## src/rtl/multi_channel_sink_pkg.sv

```systemverilog
// Shared helpers for the multi-channel sink: index-width arithmetic used by ports and FIFOs.
package multi_channel_sink_pkg;

    function automatic int unsigned clog2(input int unsigned n);
        int unsigned r;
        r = 0;
        while ((64'd1 << r) < 64'(n)) r++;
        return r;
    endfunction

    // Width of an index into n items, never narrower than one bit.
    function automatic int unsigned idx_bits(input int unsigned n);
        return (n > 1) ? clog2(n) : 1;
    endfunction

endpackage

```

## src/rtl/multi_channel_sink_fifo.sv

```systemverilog
// Per-channel packet FIFO; wrap-bit pointers give full/empty by comparison.
module sink_fifo
    import multi_channel_sink_pkg::*;
#(
    parameter int unsigned SIZE  = 8,
    parameter int unsigned DEPTH = 4
) (
    input  logic            clk,
    input  logic            reset,
    input  logic            wr_en,
    input  logic [SIZE-1:0] wr_data,
    input  logic            rd_en,
    output logic [SIZE-1:0] rd_data,
    output logic            full,
    output logic            empty
);
    localparam int unsigned AW = clog2(DEPTH);
    localparam int unsigned PW = AW + 1;

    logic [PW-1:0]   wr_ptr_q, wr_ptr_d;
    logic [PW-1:0]   rd_ptr_q, rd_ptr_d;
    logic [SIZE-1:0] mem_q [DEPTH];

    assign empty   = (wr_ptr_q == rd_ptr_q);
    assign full    = (wr_ptr_q[AW] != rd_ptr_q[AW]) &&
                     (wr_ptr_q[AW-1:0] == rd_ptr_q[AW-1:0]);
    assign rd_data = mem_q[rd_ptr_q[AW-1:0]];

    always_comb begin
        wr_ptr_d = wr_ptr_q;
        rd_ptr_d = rd_ptr_q;
        if (wr_en && !full)  wr_ptr_d = wr_ptr_q + PW'(1);
        if (rd_en && !empty) rd_ptr_d = rd_ptr_q + PW'(1);
    end

    always_ff @(posedge clk or negedge reset) begin
        if (!reset) begin
            wr_ptr_q <= '0;
            rd_ptr_q <= '0;
        end else begin
            wr_ptr_q <= wr_ptr_d;
            rd_ptr_q <= rd_ptr_d;
        end
    end

    // Storage needs no reset: contents are only visible through the pointers.
    always_ff @(posedge clk) begin
        if (wr_en && !full) mem_q[wr_ptr_q[AW-1:0]] <= wr_data;
    end

endmodule

```

## src/rtl/multi_channel_sink.sv

```systemverilog
// NoC traffic endpoint: terminates CHANNELS two-phase req/ack links into per-channel FIFOs
// and drains them round-robin through one registered output port.
module multi_channel_sink
    import multi_channel_sink_pkg::*;
#(
    parameter int unsigned ID               = 0,
    parameter int unsigned SIZE             = 8,
    parameter int unsigned DESTINATION_BITS = 4,
    parameter int unsigned PORT_BITS        = 4,
    parameter int unsigned CHANNELS         = 4,
    parameter int unsigned DEPTH            = 4,
    parameter int unsigned COUNT_BITS       = 16
) (
    input  logic                           clk,
    input  logic                           reset,
    input  logic [CHANNELS-1:0]            req,
    output logic [CHANNELS-1:0]            ack,
    input  logic [CHANNELS*SIZE-1:0]       data,
    input  logic                           drain_en,
    output logic                           out_valid,
    output logic [idx_bits(CHANNELS)-1:0]  out_channel,
    output logic [SIZE-1:0]                out_data,
    output logic [CHANNELS*COUNT_BITS-1:0] rx_count,
    output logic [CHANNELS-1:0]            misroute
);
    localparam int unsigned CW = idx_bits(CHANNELS);

    logic [CHANNELS-1:0]   req_old_q, req_old_d;
    logic [CHANNELS-1:0]   ack_q, ack_d;
    logic [CHANNELS-1:0]   mis_q, mis_d;
    logic [COUNT_BITS-1:0] cnt_q [CHANNELS];
    logic [COUNT_BITS-1:0] cnt_d [CHANNELS];
    logic                  out_valid_q, out_valid_d;
    logic [CW-1:0]         out_channel_q, out_channel_d;
    logic [SIZE-1:0]       out_data_q, out_data_d;
    logic [CW-1:0]         rr_q, rr_d;

    logic [CHANNELS-1:0]   accept_c;
    logic [CHANNELS-1:0]   pop_c;
    logic [CHANNELS-1:0]   full_c;
    logic [CHANNELS-1:0]   empty_c;
    logic [SIZE-1:0]       rd_data_c [CHANNELS];
    logic                  found_c;
    logic [CW-1:0]         sel_c;
    logic [31:0]           scan_idx;

    logic unused_port_bits;
    assign unused_port_bits = ^32'(PORT_BITS);

    for (genvar c = 0; c < CHANNELS; c++) begin : g_ch
        sink_fifo #(
            .SIZE  (SIZE),
            .DEPTH (DEPTH)
        ) u_fifo (
            .clk     (clk),
            .reset   (reset),
            .wr_en   (accept_c[c]),
            .wr_data (data[c*SIZE +: SIZE]),
            .rd_en   (pop_c[c]),
            .rd_data (rd_data_c[c]),
            .full    (full_c[c]),
            .empty   (empty_c[c])
        );
        assign rx_count[c*COUNT_BITS +: COUNT_BITS] = cnt_q[c];
    end

    assign ack         = ack_q;
    assign misroute    = mis_q;
    assign out_valid   = out_valid_q;
    assign out_channel = out_channel_q;
    assign out_data    = out_data_q;

    // Handshake: a req/req_old mismatch is a pending packet, taken only when its FIFO has room.
    always_comb begin
        req_old_d = req_old_q;
        ack_d     = ack_q;
        mis_d     = mis_q;
        cnt_d     = cnt_q;
        accept_c  = '0;
        for (int unsigned c = 0; c < CHANNELS; c++) begin
            accept_c[c] = (req[c] != req_old_q[c]) && !full_c[c];
            if (accept_c[c]) begin
                req_old_d[c] = req[c];
                ack_d[c]     = ~ack_q[c];
                if (cnt_q[c] != '1) cnt_d[c] = cnt_q[c] + COUNT_BITS'(1);
                if (data[c*SIZE +: DESTINATION_BITS] != DESTINATION_BITS'(ID)) mis_d[c] = 1'b1;
            end
        end
    end

    // Round-robin drain: first non-empty FIFO at or after the pointer, with wrap-around.
    always_comb begin
        found_c       = 1'b0;
        sel_c         = '0;
        scan_idx      = '0;
        pop_c         = '0;
        out_valid_d   = 1'b0;
        out_channel_d = out_channel_q;
        out_data_d    = out_data_q;
        rr_d          = rr_q;
        for (int unsigned i = 0; i < CHANNELS; i++) begin
            scan_idx = (32'(rr_q) + 32'(i)) % 32'(CHANNELS);
            if (!found_c && !empty_c[CW'(scan_idx)]) begin
                found_c = 1'b1;
                sel_c   = CW'(scan_idx);
            end
        end
        if (drain_en && found_c) begin
            pop_c[sel_c]  = 1'b1;
            out_valid_d   = 1'b1;
            out_channel_d = sel_c;
            out_data_d    = rd_data_c[sel_c];
            rr_d          = (sel_c == CW'(CHANNELS - 1)) ? '0 : sel_c + CW'(1);
        end
    end

    always_ff @(posedge clk or negedge reset) begin
        if (!reset) begin
            req_old_q     <= '0;
            ack_q         <= '0;
            mis_q         <= '0;
            out_valid_q   <= 1'b0;
            out_channel_q <= '0;
            out_data_q    <= '0;
            rr_q          <= '0;
            for (int unsigned c = 0; c < CHANNELS; c++) cnt_q[c] <= '0;
        end else begin
            req_old_q     <= req_old_d;
            ack_q         <= ack_d;
            mis_q         <= mis_d;
            out_valid_q   <= out_valid_d;
            out_channel_q <= out_channel_d;
            out_data_q    <= out_data_d;
            rr_q          <= rr_d;
            cnt_q         <= cnt_d;
        end
    end

endmodule

```

## config.mk

```make
export PLATFORM = sky130hd
export DESIGN_NAME = multi_channel_sink
export DESIGN_NICKNAME = d
export VERILOG_FILES = /design/src/rtl/multi_channel_sink_pkg.sv /design/src/rtl/multi_channel_sink_fifo.sv /design/src/rtl/multi_channel_sink.sv
export SDC_FILE = /design/constraint.sdc
export NUM_CORES = 1
export LEC_CHECK = 0
export ABC_AREA = 1
export CAP_MARGIN = 40
export CORE_ASPECT_RATIO = 0.6
export CORE_UTILIZATION = 40
export CTS_BUF_LIST = sky130_fd_sc_hd__clkbuf_2
export DETAILED_ROUTE_END_ITERATION = 12
export GPL_ROUTABILITY_DRIVEN = 0
export PLACE_DENSITY = 0.67
export SYNTH_ARGS = -nofsm -noshare
export SYNTH_HDL_FRONTEND = slang
export SYNTH_SLANG_ARGS = --single-unit
export TNS_END_PERCENT = 20
```

## constraint.sdc

```tcl
create_clock -name clk -period 4.7 [get_ports clk]
set_input_delay 0.94 -clock clk [delete_from_list [all_inputs] [get_ports clk]]
set_output_delay 0.94 -clock clk [all_outputs]
set_load 0.02 [all_outputs]
```

Yosys cells after proc, flatten, opt, wreduce, memory -nomap -nowiden
Memory sizes are Yosys's and may differ from the RTL's.
Index checks and enable logic that the tools add are counted.
{ "totals": {"elab_cells": 159, "reg_bits": 113, "mem_count": 4, "mem_bits_rw": 128} }
{ "op_classes": {"n_eq_ne": 21, "magnitude_cmp": 7, "muxes": 32, "add_sub_neg": 16, "n_reduce_logical": 46, "n_bitwise": 5} }
{ "mem_list": {"columns": ["name", "words", "width", "read_ports", "rd_ports_with_merged_regs", "write_ports", "line_no", "source"], "rows": [
  ["g_ch[0].u_fifo.mem_q", 4, 8, 1, 0, 1, "multi_channel_sink_fifo.sv:22", "logic [SIZE-1:0] mem_q [DEPTH];"],
  ["g_ch[1].u_fifo.mem_q", 4, 8, 1, 0, 1, "multi_channel_sink_fifo.sv:22", null],
  ["g_ch[2].u_fifo.mem_q", 4, 8, 1, 0, 1, "multi_channel_sink_fifo.sv:22", null],
  ["g_ch[3].u_fifo.mem_q", 4, 8, 1, 0, 1, "multi_channel_sink_fifo.sv:22", null]
]} }
{ "op_table": {"columns": ["op", "n"], "rows": [
  ["$add 16x1->16 const B", 4],
  ["$ne 16x16->1 const B", 4],
  ["$add 3x1->3 const B", 8],
  ["$logic_and 1x1->1", 21],
  ["$mux 1", 18],
  ["$bmux 8 s2", 1],
  ["$mux 8", 2],
  ["$reduce_and 2->1", 8],
  ["$reduce_bool 4->1", 4],
  ["$lt 2x3->1 const B", 5],
  ["$logic_not 1->1", 13],
  ["$eq 3x3->1", 4],
  ["$mux 2", 5],
  ["$bmux 1 s2", 4],
  ["$eq 2x2->1", 4],
  ["$ne 1x1->1", 8],
  ["$add 2x1->2 const B", 2],
  ["$add 2x2->2 const B", 2],
  ["$mux 4", 1],
  ["$not 1->1", 4],
  ["$ge 3x3->1 const B", 1],
  ["$not 2->3", 1],
  ["$demux 1 s2", 1],
  ["$eq 2x2->1 const B", 1],
  ["$ge 2x1->1 const B", 1]
]} }

Depth between registers and ports, before layout
Gate-level depths: netlist of the first run.
{ "logic_depth": {"word_depth": 18, "depth_mapped": 19, "depth_no_buf": 17} }

Modules after synthesis
A second synthesis of the first run with hierarchy kept.
{ "hier_totals": {"cells_unflattened": 1141, "area_unflattened_um2": 11443.5} }
{ "by_module_without_submodules": {"columns": ["module", "cells_per_inst", "seq_area_each_um2", "area_per_inst_um2", "n_inst"], "rows": [
  ["sink_fifo", 138, 1111.1, 1649.1, 4],
  ["multi_channel_sink", 589, 2227.1, 4847.1, 1]
]} }

Least setup slack after synthesis of the first run
No wires, ideal clock.
{ "synth_timing": {"path_type": "input -> register", "startpoint": "input port req[0]", "endpoint": "register cnt_q, in the netlist rx_count[15]", "path_buffers": 0, "path_slack_ns": 2.374, "required_time_ns": 4.620, "arrival_ns": 2.247, "stages": 11, "setup_ns": 0.080, "path_cell_list": "xor2_1 -> nand2_4 -> inv_4 -> nand2_4 -> nor2_4 -> nand3_2 -> or2_4 -> nor2_4 -> nand2_2 -> nor2_2 -> xor2_1"} }
{ "synth_via": {"elab_chain_len": 3} }
{ "synth_rtl": {"columns": ["element", "line_no", "source"], "rows": [
  ["from (decl)", "multi_channel_sink.sv:16", "input logic [CHANNELS-1:0] req,"],
  ["$ne 1x1->1", "multi_channel_sink.sv:81", "accept_c[c] = (req[c] != req_old_q[c]) && !full_c[c];"],
  ["$logic_and 1x1->1", "multi_channel_sink.sv:81", null],
  ["$reduce_and 2->1 (no source line)", null, null],
  ["to (signal assigned)", "multi_channel_sink.sv:135", "cnt_q <= cnt_d;"],
  ["to (decl)", "multi_channel_sink.sv:31", "logic [COUNT_BITS-1:0] cnt_q [CHANNELS];"]
]} }
Every way passes these cells.
A chain may end at the register's enable or synchronous reset.

Worst setup path after layout of the first run
{ "layout_timing": {"startpoint": "register g_ch[3].u_fifo.rd_ptr_q[0]", "endpoint": "register g_ch[3].u_fifo.rd_ptr_q[2]"} }
{ "layout_via": {"elab_chain_len": 18} }
{ "layout_rtl": {"columns": ["element", "line_no", "source"], "rows": [
  ["from (decl)", "multi_channel_sink_fifo.sv:21", "logic [PW-1:0] rd_ptr_q, rd_ptr_d;"],
  ["from (signal assigned)", "multi_channel_sink_fifo.sv:42", "rd_ptr_q <= rd_ptr_d;"],
  ["$eq 3x3->1", "multi_channel_sink_fifo.sv:24", "assign empty = (wr_ptr_q == rd_ptr_q);"],
  ["$bmux 1 s2", "multi_channel_sink.sv:103", "if (!found_c && !empty_c[CW'(scan_idx)]) begin"],
  ["$mux 1 (not written as such)", "multi_channel_sink.sv:103", null],
  ["$logic_not 1->1", "multi_channel_sink.sv:103", null],
  ["$logic_and 1x1->1", "multi_channel_sink.sv:103", null],
  ["$mux 1", "multi_channel_sink.sv:103", null],
  ["$logic_not 1->1", "multi_channel_sink.sv:103", null],
  ["$logic_and 1x1->1", "multi_channel_sink.sv:103", null],
  ["(+2 left out)", null, null],
  ["$logic_and 1x1->1", "multi_channel_sink.sv:103", null],
  ["$mux 2", "multi_channel_sink.sv:103", null],
  ["$lt 2x3->1 (not written as such) or $ge 2x1->1 (tied branches)", "multi_channel_sink.sv:109", "pop_c[sel_c] = 1'b1;"],
  ["$logic_and 1x1->1 (not written as such)", "multi_channel_sink.sv:109", null],
  ["$mux 1 (not written as such)", "multi_channel_sink.sv:109", null],
  ["$demux 1 s2", "multi_channel_sink.sv:109", null],
  ["$mux 4", "multi_channel_sink.sv:108", "if (drain_en && found_c) begin"],
  ["$logic_and 1x1->1", "multi_channel_sink_fifo.sv:33", "if (rd_en && !empty) rd_ptr_d = rd_ptr_q + PW'(1);"]
]} }
Parallel ways exist; a longest one is shown, timed or not. The select of a mux whose other input is x is not followed.

==> impl_metrics.ini, run 1 <==
[die]
fp.dieH_um = 130
die_w_um = 215
design.core.area_mm2 = 0.0266
dieArea_mm2 = 0.0280
num_io_pins = 122
rows = 46
start_util_pct = 41.0

[finish]
nFillCells = 2453
nets = 1230
multi_input_area_mm2 = 0.00380
final_core_util_pct = 48.7
area_growth_pct = 18.7
drive_gt1_share_pct = 13.6
seq_area_mm2 = 0.00667

[grt]
grt_max_degree = 54
grtUsageTotal_pct = 18.2
grt_overflow = 0
met2_usage_pct = 23.9
grt_pass1_vias = 7233
antenna_found_initial = 2
met1_usage_pct = 28.5
grtUsageMet3_pct = 5.29
grt_pass1_wl_um = 39800
top_usage_layer = met1

[clock_network]
cts_buffers = 54
cts_root_buf = clkbuf_2
cts_sinks = 241
cts-hold-fix-buffers = 0
cts.htree.levels = 2
cts_resized = 0
clk_latency_ps = 850
post-cts-setup-buffers = 0
clk_pin_slew_worst_paths_ps = 120
cts_tree = built
clock_path_buffers = 3

[route]
final_antenna_net_count = 0
drtIter0Drc = 617
firstDrtPassIters = 5
avgRoutedWirePerCell_um = 15.9
drcViolationCount = 0
totalWireLength_um = 25000
viasPerCell = 4.90
via_count = 7697

[setup_path]
cp-start-kind = register
crit_path_end = g_ch[3].u_fifo.rd_ptr_q[2]
critPathRequiredTime_ps = 5430
path_max_fanout = 23
r2r_cells = 17
cp-end-kind = register
r2r-start = g_ch[3].u_fifo.rd_ptr_q[0]
r2r_slack_ps = 1310
crit_type = register to register
worstPathArrival_ps = 4120
startpoint = g_ch[3].u_fifo.rd_ptr_q[0]
r2r-end = g_ch[3].u_fifo.rd_ptr_q[2]

[worst_hold_path]
min_path_type = input port to asynchronous set/reset pin

[sta]
period_minus_slack_ps = 3390
tightest_slew_ps = 899
setup_tns_ps = 0
skew_ps = 67.3
rsz0062_at_grt = false
maxClockFrequency_mhz = 295
finalSetupViolations = 0
fin_crit_sh_pct = 72.1
finalMaxSlewViolations = 0
setup_ws_ps = 1310
hold_viol = 0
hold_ws_ps = 115
slew_headroom_pct = 39.8

[placed_design]
hpwl_um = 17700
dp_slack_ps = 1280
io_buffers = 121

[pwr]
power.density_mw_per_mm2 = 647
ir_drop_mv = 0.354
p_leak_nw = 5.52

[flow_run]
drv_cap = 0

[synthesis]
ys_types = 41
syn_area_per_cell_um2 = 10.8
syn_area_mm2 = 0.0109
postSynthCellCount = 1008
ys_ff_latch = 241
syn_nets = 1072
yosysWarnings = 0
ys_seq_area_share_pct = 61.0

[run_status]
status = complete, no violations
where the power goes:
| group | leakage [nW] | switching [W] | internal, W | total (W) |
|---|---|---|---|---|
| logic | 2.56 | 0.00232 | 0.00132 | 0.00364 |
| registers | 2.56 | 0.000525 | 0.00290 | 0.00343 |
| clock network | 0.403 | 0.000818 | 0.000512 | 0.00133 |
worst min path at each step:
stage | endpoint | cells past startpoint | startpoint | slack, ps
floorplan | g_ch[0].u_fifo.rd_ptr_q[2] | 2 | g_ch[0].u_fifo.rd_ptr_q[2] | 460
global placement | misroute[2] | 1 | misroute[2] | 460
detailed placement | misroute[1] | 1 | misroute[1] | 460
CTS | rx_count[1] | 1 | reset | 40
global route | rx_count[4] | 1 | reset | 40
finish | rx_count[4] | 1 | reset | 120
synth_stat cells:
library cell	number	share of area (%)
mux2_2	3	0.31
nor2_2	5	0.29
o21ai_1	7	0.32
nand3_2	6	0.55
o21ai_0	37	1.7
a32o_1	16	1.5
xnor2_1	31	2.5
or2_4	1	0.080
nand3b_4	1	0.18
o21a_1	1	0.069
nand4_2	2	0.23
inv_2	8	0.27
buf_2	5	0.23
buf_4	3	0.21
nor4_4	1	0.19
ha_1	25	2.9
buf_6	5	0.51
a21oi_2	1	0.080
nor3_2	1	0.092
dfrtp_1	113	26
a21oi_4	1	0.15
nand4_1	14	0.80
o22ai_1	13	0.74
nor2_4	5	0.51
nor4_1	9	0.51
nand3_1	65	3.0
buf_1	1	0.034
inv_1	67	2.3
clkbuf_1	11	0.38
nor3_4	1	0.15
inv_4	6	0.34
a21oi_1	28	1.3
xor2_1	50	4.0
nand3b_1	2	0.14
o21bai_1	4	0.27
nand2_2	11	0.63
nand2_1	232	8.0
nand2_4	9	0.93
nor2_1	75	2.6
edfxtp_1	128	35
nor3_1	4	0.18
state kept, by name, summed over array words and instances, names as in the netlist:
name and flops:
g_ch.u_fifo.wr_ptr_q 12, out_data 8, misroute 4, out_valid 1, g_ch.u_fifo.rd_ptr_q 12, req_old_q 4
rx_count 64, g_ch.u_fifo.mem_q 128, ack 4, rr_q 2, out_channel 2
critical path, cell delays in order, from the launching register on:
cell     delay (ps)
dfrtp_1         810
inv_4           200
nand2_1         140
nand2_2          70
nand3_1         150
nand2_1         100
nand3_1         100
nand2_2          80
inv_2            70
nand3_1          60
nand3_1         300
nand2_2         350
inv_2           190
ha_1            160
nand2_1          50
nor2_1          240
nand2_1         100
xor2_1          150
logic make-up (layout without fill, tap and decap cells):
kind of cell | after synthesis | in the layout | share of synthesized area (%)
multiplexers | 3 | 3 | 0.309
adder cells (fa/ha/maj) | 25 | 25 | 2.86
AND/OR/NAND/NOR | 444 | 444 | 19.0
flip-flops | 241 | 241 | 61.0
other | 0 | 1 | 0
XOR/XNOR | 81 | 81 | 6.49
AO/OA/AOI/OAI | 108 | 108 | 6.08
buffers and inverters | 106 | 307 | 4.28
through the flow:
stage	instances	power, W	cell area (µm²)
floorplan	1008	0.00595	10900
global placement	1466	0.00699	12500
detailed placement	1470	0.00711	12500
CTS	1569	0.00848	13000
global route	1569	0.00911	13000
finish	1570	0.00840	13000
layout by cell type, fill, tap and decap left out, types with 4 or more instances in the layout:
cell,synthesis,routed
o21ai_1,7,7
nor2_2,5,5
nand3_1,65,65
inv_4,6,6
nor2_1,75,75
inv_2,8,9
nand2_2,11,11
xnor2_1,31,31
inv_1,67,67
a21oi_1,28,28
dfrtp_1,113,113
nand4_1,14,14
o22ai_1,13,13
nand3_2,6,6
nor4_1,9,9
nor3_1,4,4
buf_4,3,7
nand2_4,9,9
clkdlybuf4s50_1,0,120
xor2_1,50,50
ha_1,25,25
o21ai_0,37,37
a32o_1,16,16
o21bai_1,4,4
clkbuf_2,0,94
edfxtp_1,128,128
nor2_4,5,5
nand2_1,232,232
final cells by class:
cell class | count | area share, %
flip-flops and latches | 241 | 51.4
multi-input cells | 661 | 29.2
repair buffers | 127 | 9.66
clock buffers | 94 | 3.62
well taps | 360 | 3.47
inverters | 81 | 2.46
clock inverters | 5 | 0.154
diodes | 1 | 0.0193
layer usage:
layer / vias to the layer above / part of all wire [%]
met5: - / 0
met4: 0 / 1.5
met3: 40 / 7.5
met2: 226 / 39
met1: 3680 / 52
li1: 3751 / -
Note: power is estimated with default switching activity, not from simulation.
==> run 2, diff against run 1 <==
Settings changed: PLACE_DENSITY 0.67 to 0.69.
Clock period 4.7 ns to 3 ns, I/O delays scaled along.
==> run 2 against run 1 <==
  * Sequential power grew 53%
  * Hold slack better by 160 ps
  * Global-route usage shrank 0.28 points
  * Die area unchanged
  * Via count shrank 0.12%
  * Clock skew is essentially flat
  * Total power is 61% higher
  * First-iteration DRC count decreased by 25%
  * Worst setup slack lost 930 ps
  * Highest routed layer is now met5
==> impl_metrics.ini, run 2 (same netlist as run 1, synthesis figures left out) <==
[setup_path]
cp_top_family = buffers and inverters
startpoint = rx_count[38]
worstPathArrival_ps = 2020
cp-start-kind = register
path_max_fanout = 6
crit_chain = clkdlybuf4s50_1
worst_path_max_delay_cell = clkdlybuf4s50_1
r2r-start = g_ch[2].u_fifo.rd_ptr_q[1]
cp_num_buf_inv = 1
crit_type = register to output port
critPathRequiredTime_ps = 2400
cp-end-kind = output port
slowest_delay_ps = 650

[run_status]
status = complete, no violations

[route]
drtIter0Drc = 460
final_antenna_net_count = 0
met2_length_um = 9990
top_layer = met5
avgRoutedWirePerCell_um = 15.5
drcViolationCount = 0
wl_met3_um = 1530
firstDrtPassIters = 4
wl_met1_um = 12900
totalWireLength_um = 24900
via_count = 7688
viasPerCell = 4.79

[sta]
setup_tns_ps = 0
skew_ps = 67.4
finalSetupViolations = 0
finalMaxSlewViolations = 0
rsz0062_at_grt = false
maxClockFrequency_mhz = 382
hold_ws_ps = 277
hold_viol = 0
tightest_slew_ps = 684
period_minus_slack_ps = 2620
setup_ws_ps = 383
slew_headroom_pct = 54.4
fin_crit_sh_pct = 87.2

[die]
design.core.area_mm2 = 0.0266
rows = 46
fp.dieH_um = 130
dieArea_mm2 = 0.0280
start_util_pct = 41.0
die_w_um = 215
num_io_pins = 122

[grt]
antenna_found_initial = 1
grt_pass1_wl_um = 39400
grt_overflow = 0
grtUsageTotal_pct = 18.0
grt_max_degree = 50
grt_pass1_vias = 7347

[finish]
design_area_mm2 = 0.0132
drive_gt1_share_pct = 15.0
largest_reg_flops = 128
nets = 1260
fin_cells = 1604
area_growth_pct = 21.0
layout_common_cells = nand2_1 (232), edfxtp_1 (128), clkdlybuf4s50_1 (120)
nFillCells = 2452
antenna_cells = 0
final_common_cell = nand2_1

[clock_network]
cts.htree.levels = 2
clk_pin_slew_worst_paths_ps = 120
cts_buffers = 56
cts-hold-fix-buffers = 1
cts_tree = built
post-cts-setup-buffers = 0
clock_path_buffers = 3
cts_resized = 0
clk_latency_ps = 890
cts_sinks = 241
cts_root_buf = clkbuf_2

[pwr]
p_sw_w = 0.00586
power_frac_comb_pct = 45.9
p_seq_share_pct = 38.7
p_leak_nw = 5.66
ir_drop_mv = 0.523
clockPowerShare_pct = 15.4
power.density_mw_per_mm2 = 1020
switching_share_pct = 43.3
intPower_w = 0.00767

[placed_design]
hpwl_um = 17500
place_area_mm2 = 0.0127
dp_slack_ps = 327
io_buffers = 121
place_inst = 1497

[worst_hold_path]
min_path_type = input port to asynchronous set/reset pin

[flow_run]
drv_cap = 0
==> run 2: power by group through the flow <==
stage          combinational (W)  clock (W)  sequential [W]
2_1_floorplan            0.00392          0         0.00541
4_1_cts                  0.00620    0.00219         0.00524
3_5_place_dp             0.00618          0         0.00530
5_1_grt                  0.00690    0.00236         0.00536
3_3_place_gp             0.00605          0         0.00528
6_report                 0.00620    0.00209         0.00524
==> run 2: worst paths after layout <==
kind	to	depth (start not counted)	slack (ps)
max	rx_count[38]	1	380
min	rx_count[46]	2	280
max reg2reg	g_ch[3].u_fifo.rd_ptr_q[2]	16	400
min reg2reg	ack[3]	1	470
max in group asynchronous	g_ch[0].u_fifo.rd_ptr_q[2]	3	1960
min in group clk	req_old_q[2]	3	300
==> run 2: area by class of cell <==
class | instances | area (µm²) | area share (%)
repair buffers | 155 | 1480 | 11.2
clock inverters | 19 | 78.8 | 0.596
multi-input cells | 661 | 3800 | 28.7
flip-flops and latches | 241 | 6670 | 50.4
clock buffers | 87 | 435 | 3.29
inverters | 81 | 319 | 2.41
well taps | 360 | 450 | 3.40
==> run 2: through the flow <==
step	utilization [%]	power (W)
3_3_place_gp	47.7	0.0113
5_1_grt	49.6	0.0146
6_report	49.6	0.0135
3_5_place_dp	47.7	0.0115
2_1_floorplan	-	0.00933
4_1_cts	49.6	0.0136
==> run 2: per-layer routing <==
layer / track usage, % / vias up
met1: 27.6 / 3611
met4: 5.84 / 2
met5: 0 / -
met2: 24.5 / 219
li1: - / 3819
met3: 4.50 / 37
